File: config.mk
export PLATFORM = sky130hd
export DESIGN_NAME = benes_xbar_route
export DESIGN_NICKNAME = d
export VERILOG_FILES = /design/src/rtl/benes_xbar_route.sv
export SDC_FILE = /design/constraint.sdc
export NUM_CORES = 2
export LEC_CHECK = 0
export BUFFER_PORTS_ARGS = -buffer_cell sky130_fd_sc_hd__buf_2
export CORE_AREA = 2 2 388 390
export CTS_CLUSTER_DIAMETER = 200
export CTS_CLUSTER_SIZE = 16
export DETAILED_ROUTE_END_ITERATION = 12
export DIE_AREA = 0 0 390 392
export PLACE_DENSITY = 0.65
export SKIP_LAST_GASP = 1
export SYNTH_ARGS = -nofsm -noshare
export SYNTH_HDL_FRONTEND = slang
export SYNTH_SLANG_ARGS = --single-unit
File: constraint.sdc
create_clock -name clk -period 2.3 [get_ports clk]
set_input_delay 0.345 -clock clk [delete_from_list [all_inputs] [get_ports clk]]
set_output_delay 0.345 -clock clk [all_outputs]
set_load 0.005 [all_outputs]
File: src/rtl/benes_xbar_route.sv
// benes_xbar_route
//   Routes SIZE data lanes through a (2*log2(SIZE)-1)-stage Benes switch
//   fabric driven by a stored control word. The fabric is cut into NREG
//   elastic pipeline registers of PIPE_EVERY stages each. Throughput is
//   one beat per cycle, and latency is NREG cycles from accept to out_valid.
//
// Ports
//   clk, n_rst             clock, asynchronous active-low reset
//   cfg_valid/cfg_ready    control-word handshake; a word loads only while
//                          the pipeline is empty
//   cfg_ctrl               Benes control bits; stage k uses bits
//                          [k*SIZE/2 +: SIZE/2]
//   in_valid/in_ready      input beat handshake
//   in_data                lane i at [i*DATA_WIDTH +: DATA_WIDTH]
//   out_valid/out_ready    output beat handshake
//   out_data               routed lanes, same packing as in_data
//   busy                   some pipeline register holds a valid beat
module benes_xbar_route #(
    parameter int unsigned SIZE       = 32,
    parameter int unsigned DATA_WIDTH = 8,
    parameter int unsigned PIPE_EVERY = 3
) (
    input  logic                                           clk,
    input  logic                                           n_rst,
    input  logic                                           cfg_valid,
    output logic                                           cfg_ready,
    input  logic [(2*$clog2(SIZE)-1)*(SIZE/2)-1:0]          cfg_ctrl,
    input  logic                                           in_valid,
    output logic                                           in_ready,
    input  logic [SIZE*DATA_WIDTH-1:0]                     in_data,
    output logic                                           out_valid,
    input  logic                                           out_ready,
    output logic [SIZE*DATA_WIDTH-1:0]                     out_data,
    output logic                                           busy
);

    localparam int unsigned TAGWIDTH = $clog2(SIZE);
    localparam int unsigned STAGES   = 2*TAGWIDTH - 1;
    localparam int unsigned HALF     = SIZE/2;
    localparam int unsigned BITWIDTH = STAGES*HALF;
    localparam int unsigned NREG     = (STAGES + PIPE_EVERY - 1)/PIPE_EVERY;
    localparam int unsigned LW       = SIZE*DATA_WIDTH;

    logic [BITWIDTH-1:0] ctrl_q;
    logic                ctrl_loaded;
    logic [NREG-1:0]     vld_q;
    logic [NREG-1:0]     adv;
    logic [NREG-1:0]     up_vld;
    logic [LW-1:0]       data_q    [NREG];
    logic [LW-1:0]       src       [NREG];
    logic [LW-1:0]       stage_out [NREG];
    logic                in_fire;

    // One switch column: stride d rises 1,2,..,SIZE/2 and then falls back.
    // Switch j pairs lanes a and a+d; a set bit exchanges them.
    function automatic logic [LW-1:0] apply_stage(
        input logic [LW-1:0]   v,
        input int unsigned     k,
        input logic [HALF-1:0] bits
    );
        logic [LW-1:0] r;
        int unsigned   s;
        int unsigned   d;
        int unsigned   a;
        int unsigned   b;
        r = v;
        s = (k < TAGWIDTH) ? k : (2*TAGWIDTH - 2 - k);
        d = 32'd1 << s;
        for (int unsigned j = 0; j < HALF; j++) begin
            a = (j/d)*2*d + (j%d);
            b = a + d;
            if (bits[j]) begin
                r[a*DATA_WIDTH +: DATA_WIDTH] = v[b*DATA_WIDTH +: DATA_WIDTH];
                r[b*DATA_WIDTH +: DATA_WIDTH] = v[a*DATA_WIDTH +: DATA_WIDTH];
            end
        end
        return r;
    endfunction

    // A pending cfg_valid blocks new data so no beat is routed with a
    // control word that changes while it is in flight.
    assign in_fire   = in_valid && in_ready;
    assign busy      = |vld_q;
    assign cfg_ready = !busy && !in_fire;
    assign in_ready  = ctrl_loaded && !cfg_valid && adv[0];
    assign out_valid = vld_q[NREG-1];
    assign out_data  = data_q[NREG-1];

    // Ready chain from the output back: a register may take new data when
    // it is empty or when everything after it is able to move.
    always_comb begin
        adv = '0;
        adv[NREG-1] = !vld_q[NREG-1] || out_ready;
        for (int unsigned i = NREG-1; i > 0; i--) begin
            adv[i-1] = !vld_q[i-1] || adv[i];
        end
    end

    always_comb begin
        up_vld    = '0;
        up_vld[0] = in_fire;
        for (int unsigned r = 1; r < NREG; r++) begin
            up_vld[r] = vld_q[r-1];
        end
    end

    // Combinational slice of the fabric in front of each register.
    always_comb begin
        int unsigned lo;
        int unsigned hi;
        src[0] = in_data;
        for (int unsigned r = 1; r < NREG; r++) begin
            src[r] = data_q[r-1];
        end
        for (int unsigned r = 0; r < NREG; r++) begin
            lo = r*PIPE_EVERY;
            hi = (r+1)*PIPE_EVERY;
            if (hi > STAGES) begin
                hi = STAGES;
            end
            stage_out[r] = src[r];
            for (int unsigned k = lo; k < hi; k++) begin
                stage_out[r] = apply_stage(stage_out[r], k, ctrl_q[k*HALF +: HALF]);
            end
        end
    end

    always_ff @(posedge clk or negedge n_rst) begin
        if (!n_rst) begin
            ctrl_q      <= '0;
            ctrl_loaded <= 1'b0;
            vld_q       <= '0;
            for (int unsigned r = 0; r < NREG; r++) begin
                data_q[r] <= '0;
            end
        end else begin
            if (cfg_valid && cfg_ready) begin
                ctrl_q      <= cfg_ctrl;
                ctrl_loaded <= 1'b1;
            end
            // Data only updates on a real transfer so a stalled output
            // and idle registers keep their contents.
            for (int unsigned r = 0; r < NREG; r++) begin
                if (adv[r]) begin
                    vld_q[r] <= up_vld[r];
                    if (up_vld[r]) begin
                        data_q[r] <= stage_out[r];
                    end
                end
            end
        end
    end

endmodule

==> Yosys cells after proc, flatten, opt, wreduce, memory -nomap -nowiden <==
Cells that the tools add are included.
Widths: inputs -> output; s select.
{ "classes": {"bitwise": 0, "order_cmp": 0, "mul": 0, "n_shift": 0, "reduce_logical": 18, "n_addsub": 0, "eq_ne": 0, "muxes": 256, "div_mod_pow": 0} }
{ "ops": {"columns": ["op", "n"], "rows": [
  ["$mux 8", 224],
  ["$mux 16", 32],
  ["$logic_not 1->1", 6],
  ["$reduce_and 2->1", 3],
  ["$logic_and 1x1->1", 5],
  ["$logic_or 1x1->1", 3],
  ["$reduce_or 3->1", 1]
]} }
{ "word_totals": {"memories": 0, "out_inout_bits": 260, "reg_bits": 916, "ramBits": 0, "latch_bits": 0, "inputBits": 405, "rom_bits": 0, "wordCells": 282} }

==> Logic depth before layout (Yosys ltp) <==
{ "logic_depth": {"depth_word": 9, "depth_mapped": 8, "ltp_nobuf": 4} }

==> Worst setup path before layout <==
Ideal clock, no wire load.
{ "synth_path": {"path_type": "flip-flop to output port", "start": "reg vld_q[2]", "end": "out cfg_ready", "setup_slack_ns": 0.347, "t_arrival_ns": 1.608, "path_stages_with_launch": 8, "t_required_ns": 1.955, "n_path_buf": 3, "path_cell_list": "dfrtp_1 -> nor2b_2 -> a311oi_2 -> and2_1 -> buf_2 -> buf_2 -> buf_2 -> nor2_1"} }
{ "synth_via": {"elab_chain_len": 8, "word_cells_on_any_way": 10, "cone_classes": "10 x reduce/logical"} }
{ "synth_rtl": {"columns": ["item", "line_no", "rtl"], "rows": [
  ["start: declaration", "46", "logic [NREG-1:0] vld_q;"],
  ["start signal: indexed assignment", "145", "vld_q[r] <= up_vld[r];"],
  ["$logic_not 1->1", "93", "adv[NREG-1] = !vld_q[NREG-1] || out_ready;"],
  ["$logic_or 1x1->1", "93", null],
  ["$logic_or 1x1->1 (2 in a row)", "95", "adv[i-1] = !vld_q[i-1] || adv[i];"],
  ["$logic_and 1x1->1", "85", "assign in_ready = ctrl_loaded && !cfg_valid && adv[0];"],
  ["$logic_and 1x1->1", "82", "assign in_fire = in_valid && in_ready;"],
  ["$logic_not 1->1", "84", "assign cfg_ready = !busy && !in_fire;"],
  ["$logic_and 1x1->1 *", "84", null],
  ["end: declaration", "26", "output logic cfg_ready,"]
]} }
Every way passes the cells marked *; elsewhere a longest branch is shown, timed or not.

==> Final worst setup path <==
Same ends and word-level chain as after synthesis.

==> run metrics <==
static leakage 32.1 nW; Synth warnings 0; status finished with violations; most frequent cells in the layout mux2i_1, dfrtp_1, a21oi_1; synthesized area per cell between 10 and 15 sq um; share of power burned in registers 32.6%; antenna violations before repair 20; cells after synthesis around 5500; global-route wire length before repair between 300000 and 400000 um; Post-Syn Nets between 5000 and 6000; DRT iter0 DRCs about 4200; layout cells sized above 1 approximately a quarter; internal power approximately 52 mW; clock power share between 10% and 20%; synthesized flop and latch total 916; Worst Reg-to-Reg Cells 6; cell taking the most area after synthesis dfrtp_1; r2r setup slk 0 ns; Filler cells 14200; Clk pin slew, worst setup/hold paths around 0.08 ns; Num CTS Buffers 67; Nets 6391; Setup TNS Final -0.0119 ns; relative slew slack 28.5%; WHS Endpoint vld_q[1]; Least-Margin Pin Slew 1.07 ns; Max Freq roughly 430 MHz; Fin Clk Skew 0.0357 ns; WL per Instance around 29 um; # IOs ~670; Overall Global Routing Usage between 20% and 30%; row count roughly 140; worst path required time 1.96 ns; Yosys cell types 24; IO buf count 664; root buffer selected by CTS clkbuf_16; post-DR vias/cell 5.72; H-tree levels 3; via count ~45000; worst skew pair latency between 0.7 and 0.8 ns; crit path time final 2.31 ns; pre-CTS setup slack ~0.093 ns; WHS roughly 0.17 ns; hold crit path type in -> reg; Reg-to-Reg End data_q[702]; largest net degree at the start of global routing 129; RSZ-0062 raised after global routing true; Setup-failing EPs final 1; Setup CP Type reg -> out; Syn-to-layout area delta 13.6%; Routed Antenna Nets 0; final number of max-transition violations 0; Peak supply drop roughly 0.61 mV; CTS tree built; Hold Path Cell Cnt 4; Gate power share a little under three fifths; CP Max Fanout 3; Initial Util approximately two fifths; final wirelength approximately 230000 um; synth top area cells dfrtp_1, mux2i_1, mux2_2; full die area approximately 0.15 sq mm; Hold Crit Start out_ready; GRT overflow 0; Core Box Area approximately 0.15 sq mm; count of clock tree sinks 916; Seq/Total Area, Yosys around 39%; CP Launch Type flop; Psw 49.8 mW; Power Density roughly 1500 mW/mm^2; die height between 300 and 400 um; CP Data Arrival Time slightly below 2 ns; top cell type's share of synthesized area about two fifths; vias in the first global route between 40000 and 50000; die width 390 um; Max-cap violations 0; critical path capture point type output port; Placer Congestion 1.02; Max clock buf depth 3; DRC 0; commonest non-fill, non-tap cell in the layout mux2i_1; Setup WS post-layout -0.0119 ns; failing checks setup timing; Post-Syn Area roughly 0.06 sq mm; period utilisation layout 101%; Sw Ratio roughly 50%; drt pass-1 iters 5; Fin. Hold Viols 0; hpwl dp between 150000 and 200000 um; worst reg2reg startpoint vld_q[2]
sequential cells by signal, indices dropped and copies added, names as in the netlist:
signal,flops
data_q,512
out_data,256
ctrl_q,144
vld_q,3
ctrl_loaded,1
worst max-delay path, cell delays in order (launching register included):
cell,delay [ns]
dfrtp_1,0.41
nor2b_4,0.15
a311oi_4,0.30
and2_4,0.25
nor2_2,0.04
buf_2,0.12
cells by family (layout without fill, tap and decap cells):
family	after synthesis	after routing	synth area share [%]
AND/OR/NAND/NOR	519	519	3.33
buffers and inverters	733	1208	7.05
other	0	9	0
flip-flops	916	916	38.7
multiplexers	2576	2576	44.4
AO/OA/AOI/OAI	773	773	6.56
synth_stat cells:
cell type,count
buf_2,238
or3_1,1
nor2_4,1
dfrtp_1,916
a21o_1,1
clkbuf_2,8
buf_1,26
and2_1,1
o21ai_0,1
nor2b_1,1
a311oi_2,1
a21oi_1,768
clkbuf_1,176
a31o_2,1
mux2i_1,2176
mux2_2,364
buf_6,15
or2_2,1
a21boi_0,1
nor2_1,513
buf_4,268
nor2b_2,1
inv_1,2
mux2_1,36
power groups by stage:
stage          combinational, mW  clock, mW  sequential, mW
6_report                    57.2       11.4            33.2
5_1_grt                     59.7       12.3            33.8
3_5_place_dp                55.5          0            33.2
4_1_cts                     56.1       11.7            32.9
3_3_place_gp                54.9          0            32.9
2_1_floorplan               37.8          0            27.0
layout make-up:
cell class | count | area [sq um] | area share [%]
Multi-Input combinational cell | 3868 | 32200 | 47.8
Sequential cell | 916 | 22900 | 34.1
Clock inverter | 5 | 73.8 | 0.110
Antenna cell | 9 | 22.5 | 0.0335
Timing Repair Buffer | 1131 | 7890 | 11.7
Clock buffer | 70 | 1750 | 2.60
Tap cell | 1944 | 2430 | 3.61
Inverter | 2 | 7.51 | 0.0112
per-layer routing:
| layer | routed length, um | global-route usage [%] |
|---|---|---|
| met2 | 105000 | 46.5 |
| met5 | 112 | 0 |
| met4 | 7850 | 9.42 |
| met3 | 16600 | 5.09 |
| met1 | 97500 | 38.8 |
stage by stage:
step | power (mW) | cell area (sq um) | util [%] | cells
after floorplan | 64.8 | 59200 | - | 5517
after detailed placement | 88.8 | 63800 | 42.9 | 7706
after global placement | 87.8 | 63800 | 42.9 | 7706
final | 102 | 67300 | 45.2 | 7945
after CTS | 101 | 67300 | 45.2 | 7935
after global routing | 106 | 67300 | 45.2 | 7941
how the worst max path moves through the flow:
stage	slack [ns]	endpoint	start	depth (start not counted)
after floorplan	0.35	cfg_ready	vld_q[2]	7
after global placement	0.11	data_q[702]	vld_q[2]	5
after detailed placement	0.09	data_q[687]	vld_q[2]	5
after CTS	-0.07	cfg_ready	vld_q[2]	5
after global routing	-0.09	cfg_ready	vld_q[2]	5
final	-0.01	cfg_ready	vld_q[2]	5
what timing repair did:
item | 4_1_cts | 5_1_grt
hold buffers | 146 | 0
hold endpoints to repair | 343 | 0
gates resized for setup | 5 | 1
gates cloned | 3 | 0
pin swaps | 2 | 0
setup endpoints to repair | 3 | 49
buffers inserted | 5 | 1
No activity file was read; power rests on OpenSTA's default activity.
